$ cat config.mk
export PLATFORM = sky130hd
export DESIGN_NAME = video_grey
export DESIGN_NICKNAME = d
export VERILOG_FILES = /design/src/rtl/video_pkg.sv /design/src/rtl/video_pipe_reg.sv /design/src/rtl/video_grey.sv
export SDC_FILE = /design/constraint.sdc
export NUM_CORES = 1
export LEC_CHECK = 0
export ABC_AREA = 1
export CAP_MARGIN = 40
export CORE_MARGIN = 10
export CORE_UTILIZATION = 35
export DETAILED_ROUTE_END_ITERATION = 10
export RECOVER_POWER = 25
export SETUP_SLACK_MARGIN = 0.3
export SLEW_MARGIN = 20
export SYNTH_ARGS = -nofsm -noshare
export SYNTH_HDL_FRONTEND = slang
export SYNTH_SLANG_ARGS = --single-unit
$ cat constraint.sdc
create_clock -name clk_i -period 3.6 [get_ports clk_i]
set_input_delay 0.72 -clock clk_i [delete_from_list [all_inputs] [get_ports clk_i]]
set_output_delay 0.72 -clock clk_i [all_outputs]
set_load 0.02 [all_outputs]
$ cat src/rtl/video_pkg.sv
// video_pkg -- shared widths, coefficients and payload types for the
// video_grey pixel pipeline.
//   pixel_t : packed pixel {b, g, r}, 8 bits per channel
//   s1_t    : stage-1 payload (original pixel + three weighted products)
//   s2_t    : stage-2 payload (original pixel + rounded luma)
package video_pkg;

  localparam int PIX_W  = 24;
  localparam int CH_W   = 8;
  localparam int PROD_W = 16;

  localparam logic [CH_W-1:0]   COEF_R = 8'd77;
  localparam logic [CH_W-1:0]   COEF_G = 8'd150;
  localparam logic [CH_W-1:0]   COEF_B = 8'd29;
  localparam logic [PROD_W-1:0] ROUND  = 16'd128;

  typedef struct packed {
    logic [CH_W-1:0] b;
    logic [CH_W-1:0] g;
    logic [CH_W-1:0] r;
  } pixel_t;

  typedef struct packed {
    pixel_t            pix;
    logic [PROD_W-1:0] p_r;
    logic [PROD_W-1:0] p_g;
    logic [PROD_W-1:0] p_b;
  } s1_t;

  typedef struct packed {
    pixel_t          pix;
    logic [CH_W-1:0] y;
  } s2_t;

  localparam int S1_W = $bits(s1_t);
  localparam int S2_W = $bits(s2_t);

  // Largest product is 150*255 = 38250, so 16 bits never overflow.
  function automatic logic [PROD_W-1:0] mul_ch(input logic [CH_W-1:0] coef,
                                               input logic [CH_W-1:0] ch);
    return PROD_W'(coef) * PROD_W'(ch);
  endfunction

  // Coefficients sum to 256, so the rounded sum peaks at 65408 and the
  // upper byte is at most 255: no saturation stage is needed.
  function automatic logic [CH_W-1:0] grey_y(input logic [PROD_W-1:0] p_r,
                                             input logic [PROD_W-1:0] p_g,
                                             input logic [PROD_W-1:0] p_b);
    logic [PROD_W-1:0] sum;
    sum = p_r + p_g + p_b + ROUND;
    return CH_W'(sum >> CH_W);
  endfunction

endpackage

$ cat src/rtl/video_pipe_reg.sv
// video_pipe_reg -- one valid/ready register slice carrying a data word plus
// the tuser and mode sideband bits of the pixel it holds.
//   clk_i, rst_n_i       : clock, asynchronous active-low reset
//   i_valid / o_ready    : upstream handshake (o_ready = empty or draining)
//   i_data/i_user/i_mode : payload captured on an upstream transfer
//   o_valid / i_ready    : downstream handshake
//   o_data/o_user/o_mode : registered payload, held until accepted
module video_pipe_reg #(
  parameter int W = 24
) (
  input  logic         clk_i,
  input  logic         rst_n_i,
  input  logic         i_valid,
  output logic         o_ready,
  input  logic [W-1:0] i_data,
  input  logic         i_user,
  input  logic         i_mode,
  output logic         o_valid,
  input  logic         i_ready,
  output logic [W-1:0] o_data,
  output logic         o_user,
  output logic         o_mode
);

  logic         r_valid;
  logic [W-1:0] r_data;
  logic         r_user;
  logic         r_mode;
  logic         w_load;

  // Ready depends only on local state and downstream ready, never on i_valid.
  assign o_ready = !r_valid | i_ready;
  assign w_load  = i_valid & o_ready;

  always_ff @(posedge clk_i or negedge rst_n_i) begin
    if (!rst_n_i) begin
      r_valid <= 1'b0;
      r_data  <= '0;
      r_user  <= 1'b0;
      r_mode  <= 1'b0;
    end else if (w_load) begin
      r_valid <= 1'b1;
      r_data  <= i_data;
      r_user  <= i_user;
      r_mode  <= i_mode;
    end else if (i_ready) begin
      r_valid <= 1'b0;
    end
  end

  assign o_valid = r_valid;
  assign o_data  = r_data;
  assign o_user  = r_user;
  assign o_mode  = r_mode;

endmodule

$ cat src/rtl/video_grey.sv
// video_grey -- two-stage AXI-Stream pixel filter between the test-card
// generator and the video encoder. Converts RGB to replicated luma
// {Y,Y,Y} or passes pixels through unchanged; the mode is latched per frame.
//   clk_i, rst_n_i        : pixel clock, asynchronous active-low reset
//   enable_i              : 1 = grey, 0 = pass-through (sampled at frame start)
//   in_axis_*             : upstream stream, tdata = {B,G,R}, tuser = SOF
//   out_axis_*            : downstream stream, same layout, 2-cycle latency
module video_grey
  import video_pkg::*;
(
  input  logic             clk_i,
  input  logic             rst_n_i,
  input  logic             enable_i,
  input  logic             in_axis_tvalid,
  output logic             in_axis_tready,
  input  logic [PIX_W-1:0] in_axis_tdata,
  input  logic             in_axis_tuser,
  output logic             out_axis_tvalid,
  input  logic             out_axis_tready,
  output logic [PIX_W-1:0] out_axis_tdata,
  output logic             out_axis_tuser
);

  logic            r_mode;
  pixel_t          w_in_pix;
  logic            w_in_xfer;
  logic            w_mode_in;
  s1_t             w_s1_in;
  s1_t             w_s1_out;
  logic [S1_W-1:0] w_s1_data;
  logic            w_s1_in_ready;
  logic            w_s1_valid;
  logic            w_s1_user;
  logic            w_s1_mode;
  s2_t             w_s2_in;
  s2_t             w_s2_out;
  logic [S2_W-1:0] w_s2_data;
  logic            w_s2_in_ready;
  logic            w_s2_mode;

  assign w_in_pix  = pixel_t'(in_axis_tdata);
  assign w_in_xfer = in_axis_tvalid & w_s1_in_ready;

  // The start-of-frame pixel already uses the newly sampled enable.
  assign w_mode_in = in_axis_tuser ? enable_i : r_mode;

  always_ff @(posedge clk_i or negedge rst_n_i) begin
    if (!rst_n_i) begin
      r_mode <= 1'b1;
    end else if (w_in_xfer && in_axis_tuser) begin
      r_mode <= enable_i;
    end
  end

  // Stage 1: weighted channel products.
  assign w_s1_in.pix = w_in_pix;
  assign w_s1_in.p_r = mul_ch(COEF_R, w_in_pix.r);
  assign w_s1_in.p_g = mul_ch(COEF_G, w_in_pix.g);
  assign w_s1_in.p_b = mul_ch(COEF_B, w_in_pix.b);

  video_pipe_reg #(.W(S1_W)) u_s1 (
    .clk_i   (clk_i),
    .rst_n_i (rst_n_i),
    .i_valid (in_axis_tvalid),
    .o_ready (w_s1_in_ready),
    .i_data  (w_s1_in),
    .i_user  (in_axis_tuser),
    .i_mode  (w_mode_in),
    .o_valid (w_s1_valid),
    .i_ready (w_s2_in_ready),
    .o_data  (w_s1_data),
    .o_user  (w_s1_user),
    .o_mode  (w_s1_mode)
  );

  assign w_s1_out = s1_t'(w_s1_data);

  // Stage 2: sum and round; the original pixel rides along for pass-through.
  assign w_s2_in.pix = w_s1_out.pix;
  assign w_s2_in.y   = grey_y(w_s1_out.p_r, w_s1_out.p_g, w_s1_out.p_b);

  video_pipe_reg #(.W(S2_W)) u_s2 (
    .clk_i   (clk_i),
    .rst_n_i (rst_n_i),
    .i_valid (w_s1_valid),
    .o_ready (w_s2_in_ready),
    .i_data  (w_s2_in),
    .i_user  (w_s1_user),
    .i_mode  (w_s1_mode),
    .o_valid (out_axis_tvalid),
    .i_ready (out_axis_tready),
    .o_data  (w_s2_data),
    .o_user  (out_axis_tuser),
    .o_mode  (w_s2_mode)
  );

  assign w_s2_out = s2_t'(w_s2_data);

  // Select is a pure function of stage-2 registers, so the output is stable
  // while held under back-pressure and reads zero during reset.
  assign out_axis_tdata = w_s2_mode ? {3{w_s2_out.y}} : w_s2_out.pix;

  // Gated by reset so the upstream never sees ready while the block is held.
  assign in_axis_tready = rst_n_i & w_s1_in_ready;

endmodule

# After elaboration in Yosys (flattened, before gate mapping)
# Index checks and enable logic that the tools add are counted.
[totals]
regBits = 106
input_bits = 30
out_inout_bits = 27
wordCells = 31
[classes]
add_sub_neg = 3
mul = 3
mux = 6
bitwise = 5
n_reduce_logical = 5
[ops]
columns = ["op", "n"]
rows = [
  ["7-bit by 8-bit multiplier with 15-bit output (first input constant)", 2],
  ["24-bit 2-to-1 mux", 1],
  ["15-bit by 16-bit adder with 16-bit output", 1],
  ["16-bit by 13-bit adder with 16-bit output", 1],
  ["16-bit by 8-bit adder with 16-bit output (second input constant)", 1],
  ["5-bit by 8-bit multiplier with 13-bit output (first input constant)", 1],
  ["1-bit 2-to-1 mux", 5],
  ["2-bit nonzero test", 2],
  ["1-bit AND", 3],
  ["1-bit logical NOT", 2],
  ["1-bit OR", 2],
  ["1-bit logical AND", 1],
]

# Depth between registers and ports, before layout
# Gate-level depths: netlist of the first run.
[logic_depth]
ltp_word = 5
ltp_mapped = 16
depth_no_buf = 16

# Hierarchy
# Synthesis of the first run repeated with hierarchy kept, for this count alone.
[hier_totals]
hier_cells = 1181
hier_area_um2 = 9153.8
[modules_own_cells]
columns = ["mod", "instances", "cells_per_inst", "area_per_inst_um2", "seq_area_each_um2"]
rows = [
  ["video_grey", 1, 705, 4754.6, 26.3],
  ["video_pipe_reg at u_s1", 1, 325, 2991.6, 1876.8],
  ["video_pipe_reg at u_s2", 1, 151, 1407.6, 875.8],
]

# Worst setup path after synthesis of the first run
# No wires, ideal clock.
[synth_path]
kind = "input to register"
startpoint = "input in_axis_tdata[12]"
endpoint = "register u_s1.r_data[27], in the netlist u_s1.o_data[27]"
setup_ns = 0.116
arrival_ns = 3.264
t_required_ns = 3.484
slack_ns = 0.219
path_stages = 13
path_buffers = 0
cell_sequence = "ha_1 > ha_1 > inv_1 > fa_1 > fa_1 > inv_1 > ha_1 > a21o_1 > a21oi_1 > nand2_1 > xor2_1 > nand2_1 > nand2_1"
[synth_via]
elab_chain_len = 1
[synth_lines]
columns = ["item", "line", "rtl"]
rows = [
  ["from (decl)", "video_grey.sv:16", "input logic [PIX_W-1:0] in_axis_tdata,"],
  ["7-bit by 8-bit multiplier with 15-bit output", "video_pkg.sv:41", "return PROD_W'(coef) * PROD_W'(ch);"],
  ["to (signal assigned)", "video_pipe_reg.sv:43", "r_data <= i_data;"],
  ["to (decl)", "video_pipe_reg.sv:26", "logic [W-1:0] r_data;"],
]
# No other way between the ends.
# A chain may end at the register's enable or synchronous reset.

# Worst setup path after layout of the first run
[layout_path]
startpoint = "input in_axis_tdata[8]"
endpoint = "register u_s1.r_data[27], in the netlist u_s1.o_data[27]"
# The elaborated chain is that of the path after synthesis.

==> summary.md, run 1 <==
| Metric | Value |
|---|---|
| Htree depth | `3` |
| Remaining antenna violation count | `0` |
| Row count | `56` |
| RSZ-0062 raised after global routing | `false` |
| Fmax | `312 MHz` |
| Clock-pin slew on the worst setup and hold paths | `around 0.07 ns` |
| Max cap viols | `0` |
| Syn_area_per_cell | `around 8.1 um^2` |
| RD Place Congestion | `0.839` |
| Initial antenna violation count | `0` |
| PwrDens | `slightly below 800 mW/mm^2` |
| Setup Skew | `0.0105 ns` |
| Pre-antenna DRT Iters | `5` |
| Pin count of the biggest net entering global routing | `83` |
| Post-DR wirelength/cell | `roughly 13 um` |
| CP startpoint kind | `input port` |
| Dominant synthesized flop cell | `dfrtp_1` |
| Cells after synthesis | `between 1,000 and 1,500` |
| DP Wirelength | `15,400 um` |
| CP required | `3.84 ns` |
| Post-synthesis sequential area ratio | `0.307` |
| Final non-filler cell total | `1,451` |
| Synth top area share | `0.304` |
| Final wirelength | `19,300 um` |
| Fillcell total | `2,341` |
| Crit path kind | `input port to register` |
| Clock root cell | `clkbuf_16` |
| Routed vias | `6,687` |
| Crit Path Max Fanout | `4` |
| Die X | `173 um` |
| TritonCTS Buffers | `9` |
| Port bufs | `56` |
| Setup crit end kind | `register` |
| VDD IR max | `0.000594 V` |
| Synthesized Nets | `1,215` |
| Worst setup path startpoint | `in_axis_tdata[8]` |
| Origin of the critical flop-to-flop path | `u_s1.o_data[8]` |
| CTS tree | `done` |
| Relative slew slack | `0.123` |
| Synth cell count leaders | `nand2_1, inv_1, ha_1` |
| Core Area | `0.0233 mm^2` |
| Sequential cell area | `0.00253 mm^2` |
| # DRC | `0` |
| Die outline height | `roughly 170 um` |
| Clk_lat worst skew | `0.35 ns` |
| Static leakage | `around 5.4 nW` |
| Synth area leader | `dfrtp_1` |
| Share of cells above drive strength 1 | `0.148` |
| Count leader, synth | `nand2_1` |
| Async S/R FF share, synth | `1.00` |
| # IOs | `57` |
| Syn. warnings | `0` |
| Min-Delay Startpoint | `u_s1.o_data[59]` |
| Nets | `roughly 1,300` |
| Area Overhead vs Synth | `23.6%` |
| Critical path arrival | `3.45 ns` |
| Count of state elements after synthesis | `approximately 100` |
| Final setup vio count | `0` |
| TritonCTS Sinks | `101` |
| Initial core utilization | `0.353` |
| Outcome | `finished clean` |
| Count of cell types in the netlist | `35` |
| Period utilization | `0.892` |
| Reg2reg setup slack | `between 1 and 1.5 ns` |
| Antenna diodes | `0` |
| Min-Delay Path Class | `register to register` |
| Gr usage total | `0.131` |
| Post-synth EDFFs | `0` |
| Post-Syn Area | `approximately 0.0082 mm^2` |
| Die area | `between 0.03 and 0.04 mm^2` |
| CTS max path bufs | `2` |
| Synth area leaders | `dfrtp_1, ha_1, nand2_1` |
| Min Clock Period, post-route | `roughly 3.2 ns` |
| Number of global-route vias before repair | `6,588` |
| Drt initial violations | `447` |
| Pins Over Slew Limit | `0` |
| Fin. Hold Viols | `0` |
| Post-placement cell count | `1,432` |
| DR vias/cell | `4.61` |
| First-pass GRT wire length | `32,800 um` |
| Grt ovf | `0` |
| Multi-input logic area | `0.00527 mm^2` |
| Hold WS | `around 0.48 ns` |
| Worst-Margin Slew | `1.32 ns` |
kinds of logic (layout without fill, tap and decap cells):
logic type,after synthesis,in the layout,synth area share
buffers and inverters,211,321,0.102
xor gates and xnor gates,20,20,0.0213
adders and majority gates,163,163,0.282
AOI/OAI and AO/OA,149,149,0.0972
and+or+nand+nor,378,378,0.190
DFF,101,101,0.307
where the power goes:
group,internal [W],switching (W)
clock network,0.000474,0.000438
logic,0.00220,0.00317
registers,0.00148,0.000201
final cells by class:
| cell class | instances | share of cell area |
|---|---|---|
| multi-input cells | 710 | 0.518 |
| flip-flops and latches | 101 | 0.249 |
| repair buffers | 118 | 0.0984 |
| inverters | 187 | 0.0690 |
| well taps | 319 | 0.0392 |
| clock buffers | 10 | 0.0225 |
| clock inverters | 6 | 0.00455 |
cells in the final DEF, fill, tap and decap left out, types with 7 or more instances in the layout:
master	n
nand2_2	13
ha_4	20
a21oi_1	20
nand3_2	7
clkdlybuf4s50_1	38
a21oi_2	13
clkbuf_16	9
xor2_1	9
nand2_1	263
nor2_1	33
o21ai_0	75
nand3_1	40
fa_1	37
nand4_1	7
inv_1	172
inv_2	15
dfrtp_1	100
o21ai_1	20
xnor2_1	9
buf_4	60
ha_1	102
routing by layer:
| layer | track usage | wire length, um |
|---|---|---|
| met5 | 0 | 0 |
| met4 | 0.0349 | 218 |
| met3 | 0.0181 | 674 |
| met2 | 0.212 | 8900 |
| met1 | 0.179 | 9470 |
per-stage QoR:
stage / worst slack [ns] / TNS, ns / power (W) / cell area (um^2) / utilization
after floorplan: 0.298 / 0 / 0.00527 / 8250 / -
after detailed placement: -0.331 / -5.81 / 0.00674 / 9520 / 0.408
after global routing: 0.281 / 0 / 0.00887 / 10200 / 0.436
final: 0.390 / 0 / 0.00796 / 10200 / 0.436
after global placement: -0.293 / -4.86 / 0.00665 / 9520 / 0.408
after CTS: 0.304 / 0 / 0.00786 / 9970 / 0.427
path summary, 6_finish.rpt:
kind                                   end  cells past startpoint
min reg2reg                u_s1.o_data[59]                      2
min                        u_s1.o_data[59]                      2
max in group asynchronous  u_s1.o_data[54]                      3
max reg2reg                 u_s2.o_data[7]                     13
min in group asynchronous  u_s2.o_data[21]                      2
max                        u_s1.o_data[27]                     13
state kept, by name, indices dropped and copies added, names as in the netlist:
register	count
u_s2.o_user	1
u_s2.o_mode	1
r_mode	1
u_s1.o_mode	1
u_s1.o_user	1
u_s2.o_valid	1
u_s1.o_data	62
u_s2.o_data	32
u_s1.o_valid	1
worst max-delay path: stages:
cell,delay (ns)
clkdlybuf4s50_1,0.49
ha_2,0.18
inv_2,0.03
fa_1,0.46
fa_1,0.54
inv_2,0.05
ha_4,0.25
a21o_1,0.20
a21oi_1,0.14
nand2_1,0.09
xor2_1,0.17
nand2_1,0.06
nand2_1,0.06
repair_timing:
item / 4_1_cts / 5_1_grt
setup endpoints to repair: 23 / 22
resized for setup: 44 / 57
hold buffers: 0 / 0
buffers inserted: 1 / 1
pin swaps: 30 / 36
Note: power is estimated with default switching activity, not from simulation.
==> inputs of run 2 (changes only) <==
PLACE_DENSITY = 0.48   (was default)
==> summary.md, run 2 (synthesis results as in run 1) <==
| Metric | Value |
|---|---|
| Outcome | `finished with violations` |
| Failing checks | `capacitance limit, slew limit` |
| DP Wirelength | `16,700 um (+8.2%)` |
| Most frequent cells in the layout | `nand2_1, inv_1, ha_1, dfrtp_1, o21ai_0` |
| Min-Delay Path Class | `register to register` |
| Static leakage | `5.41 nW (+0.88%)` |
| Max cap viols | `1 (+1)` |
| DR vias/cell | `4.51 (-2.2%)` |
| Period utilization | `0.895 (+0.00362)` |
| Max FFs per register | `62 (unchanged)` |
| PwrDens | `794 mW/mm^2 (+1.4%)` |
| Pre-antenna DRT Iters | `5 (unchanged)` |
| Fmax | `310 MHz (-0.40%)` |
| TritonCTS Sinks | `101 (unchanged)` |
| Crit path max-delay family | `adder cells` |
| Fillcell total | `2,434 (+4.0%)` |
| Clk_lat worst skew | `0.36 ns (about the same)` |
| Grt ovf | `0 (unchanged)` |
| CP required | `3.86 ns (+0.02 ns)` |
| # DRC | `0 (unchanged)` |
| Die area | `0.0300 mm^2 (unchanged)` |
| Most common cell after layout, fill and taps aside | `nand2_1` |
| First-pass GRT wire length | `34,800 um (+6.1%)` |
| Setup crit end kind | `register` |
| Power share of the clock group | `0.125 (+0.010)` |
| Crit path kind | `input port to register` |
| Net Sw Frac | `0.485 (+0.00681)` |
| Port bufs | `56 (unchanged)` |
| Comb power frac | `0.668 (-0.006)` |
| Int Power | `0.00420 W (+0.94%)` |
| Die outline height | `173 um (unchanged)` |
| Setup TNS | `0 ns (unchanged)` |
| Final wirelength | `20,700 um (+7.7%)` |
| Hold buffers post-CTS | `0 (unchanged)` |
| Setup Skew | `0.0138 ns (+0.00329 ns)` |
| Area Overhead vs Synth | `24.7%` |
| Setup ws final | `0.377 ns (-0.0130 ns)` |
| TritonCTS Buffers | `9 (unchanged)` |
| Critical path arrival | `3.49 ns (+0.04 ns)` |
| RD Place Congestion | `0.892 (+6.3%)` |
| Relative slew slack | `-0.529 (-0.652)` |
| VDD IR max | `0.000399 V (-33%)` |
| Share of cells above drive strength 1 | `0.156 (+0.00759)` |
| Final non-filler cell total | `1,460 (+0.62%)` |
| Number of global-route vias before repair | `6,588 (unchanged)` |
| Clock root cell | `clkbuf_16` |
| Nets | `1,329 (+0.68%)` |
| CTS tree | `done` |
| RSZ-0062 raised after global routing | `true` |
| Crit path cell chain | `clkdlybuf4s50_1, ha_1, inv_2, fa_1, fa_1, inv_2, ha_4, a21o_1, a21oi_2, nand2_2, xor2_1, nand2_1, nand2_1` |
| CTS max path bufs | `2 (unchanged)` |
| Initial antenna violation count | `0 (unchanged)` |
| Final setup vio count | `0 (unchanged)` |
| Antenna diodes | `0 (unchanged)` |
| Post-Place Setup Slack | `-0.362 ns (-0.0314 ns)` |
| Clock-pin slew on the worst setup and hold paths | `0.09 ns (+0.02 ns)` |
| Pin count of the biggest net entering global routing | `83 (unchanged)` |
| Post-placement cell count | `1,441 (+0.63%)` |
| Row count | `56 (unchanged)` |
| Design area | `0.0103 mm^2 (+0.85%)` |
| Htree depth | `3 (unchanged)` |
| Pins Over Slew Limit | `42 (+42)` |
| Fin. Hold Viols | `0 (unchanged)` |
| Die X | `173 um (unchanged)` |
| Sequential share of power | `0.208 (-0.003)` |
| # IOs | `57 (unchanged)` |
| Min Clock Period, post-route | `3.22 ns (+0.0130 ns)` |
| Worst-Margin Slew | `2.29 ns (+0.978 ns)` |
| DP Area | `0.00959 mm^2 (+0.71%)` |
| WP buf/inv | `3 (unchanged)` |
| Remaining antenna violation count | `0 (unchanged)` |
| Post-DR wirelength/cell | `14.2 um (+7.0%)` |
| Slowest CP cell | `fa_1` |
| CP peak stage delay | `0.54 ns (about the same)` |
| Core Area | `0.0233 mm^2 (unchanged)` |
| CP startpoint kind | `input port` |
| Psw | `0.00395 W (+3.7%)` |
| Initial core utilization | `0.353 (unchanged)` |
| Gr usage total | `0.141 (+0.0102)` |
| Final Util | `0.440 (+0.00370)` |
| Crit Path Max Fanout | `4 (unchanged)` |
| Routed vias | `6,578 (-1.6%)` |
| Drt initial violations | `307 (-31%)` |
-- run 2: per-layer routing --
layer	part of all wire	up-vias	track usage	wire length [um]
li1	-	3474	-	-
met1	0.52	3035	0.202	10900
met2	0.44	63	0.219	9100
met3	0.030	6	0.0250	617
met4	0.0073	0	0.0237	151
met5	0	-	0	0
-- run 2: cell type report --
type | count | area, um^2 | share of cell area
clock inverters | 7 | 85.1 | 0.00829
inverters | 187 | 702 | 0.0684
flip-flops and latches | 101 | 2530 | 0.246
multi-input cells | 710 | 5230 | 0.509
clock buffers | 9 | 225 | 0.0219
well taps | 319 | 399 | 0.0389
repair buffers | 127 | 1090 | 0.107
-- run 2: path summary, 6_finish.rpt --
| path | start | endpoint | slack [ns] | cells past startpoint |
|---|---|---|---|---|
| max | in_axis_tdata[9] | u_s1.o_data[27] | 0.38 | 13 |
| min | u_s2.o_data[2] | u_s2.o_data[2] | 0.48 | 2 |
| max reg2reg | u_s1.o_data[8] | u_s2.o_data[7] | 1.00 | 13 |
| min reg2reg | u_s2.o_data[2] | u_s2.o_data[2] | 0.48 | 2 |
| max in group asynchronous | rst_n_i | r_mode | 0.75 | 4 |
| min in group asynchronous | rst_n_i | u_s2.o_data[28] | 1.31 | 2 |
-- run 2: worst min-delay path, cell delays in order, from the launching register on --
cell and delay, ns:
dfrtp_1 0.35, nand2_1 0.05, nand2_1 0.05
-- run 2: per-stage QoR --
stage	hold WS (ns)	total power, W
after floorplan	0.424	0.00527
after global placement	0.464	0.00684
after detailed placement	0.468	0.00687
after CTS	0.487	0.00808
after global routing	0.501	0.00910
final	0.480	0.00815
-- run 2: power groups by stage --
stage / Sequential, W / Clock (W) / Combinational [W]
floorplan: 0.00164 / 0 / 0.00364
global placement: 0.00171 / 0 / 0.00513
detailed placement: 0.00172 / 0 / 0.00515
CTS: 0.00170 / 0.00104 / 0.00533
global route: 0.00174 / 0.00109 / 0.00627
finish: 0.00169 / 0.00102 / 0.00544
-- run 2: repair_timing --
item | in CTS | in global routing
endpoints found under the setup margin | 23 | 19
gates resized for setup | 42 | 59
pin swaps | 26 | 27
buffers inserted | 1 | 0
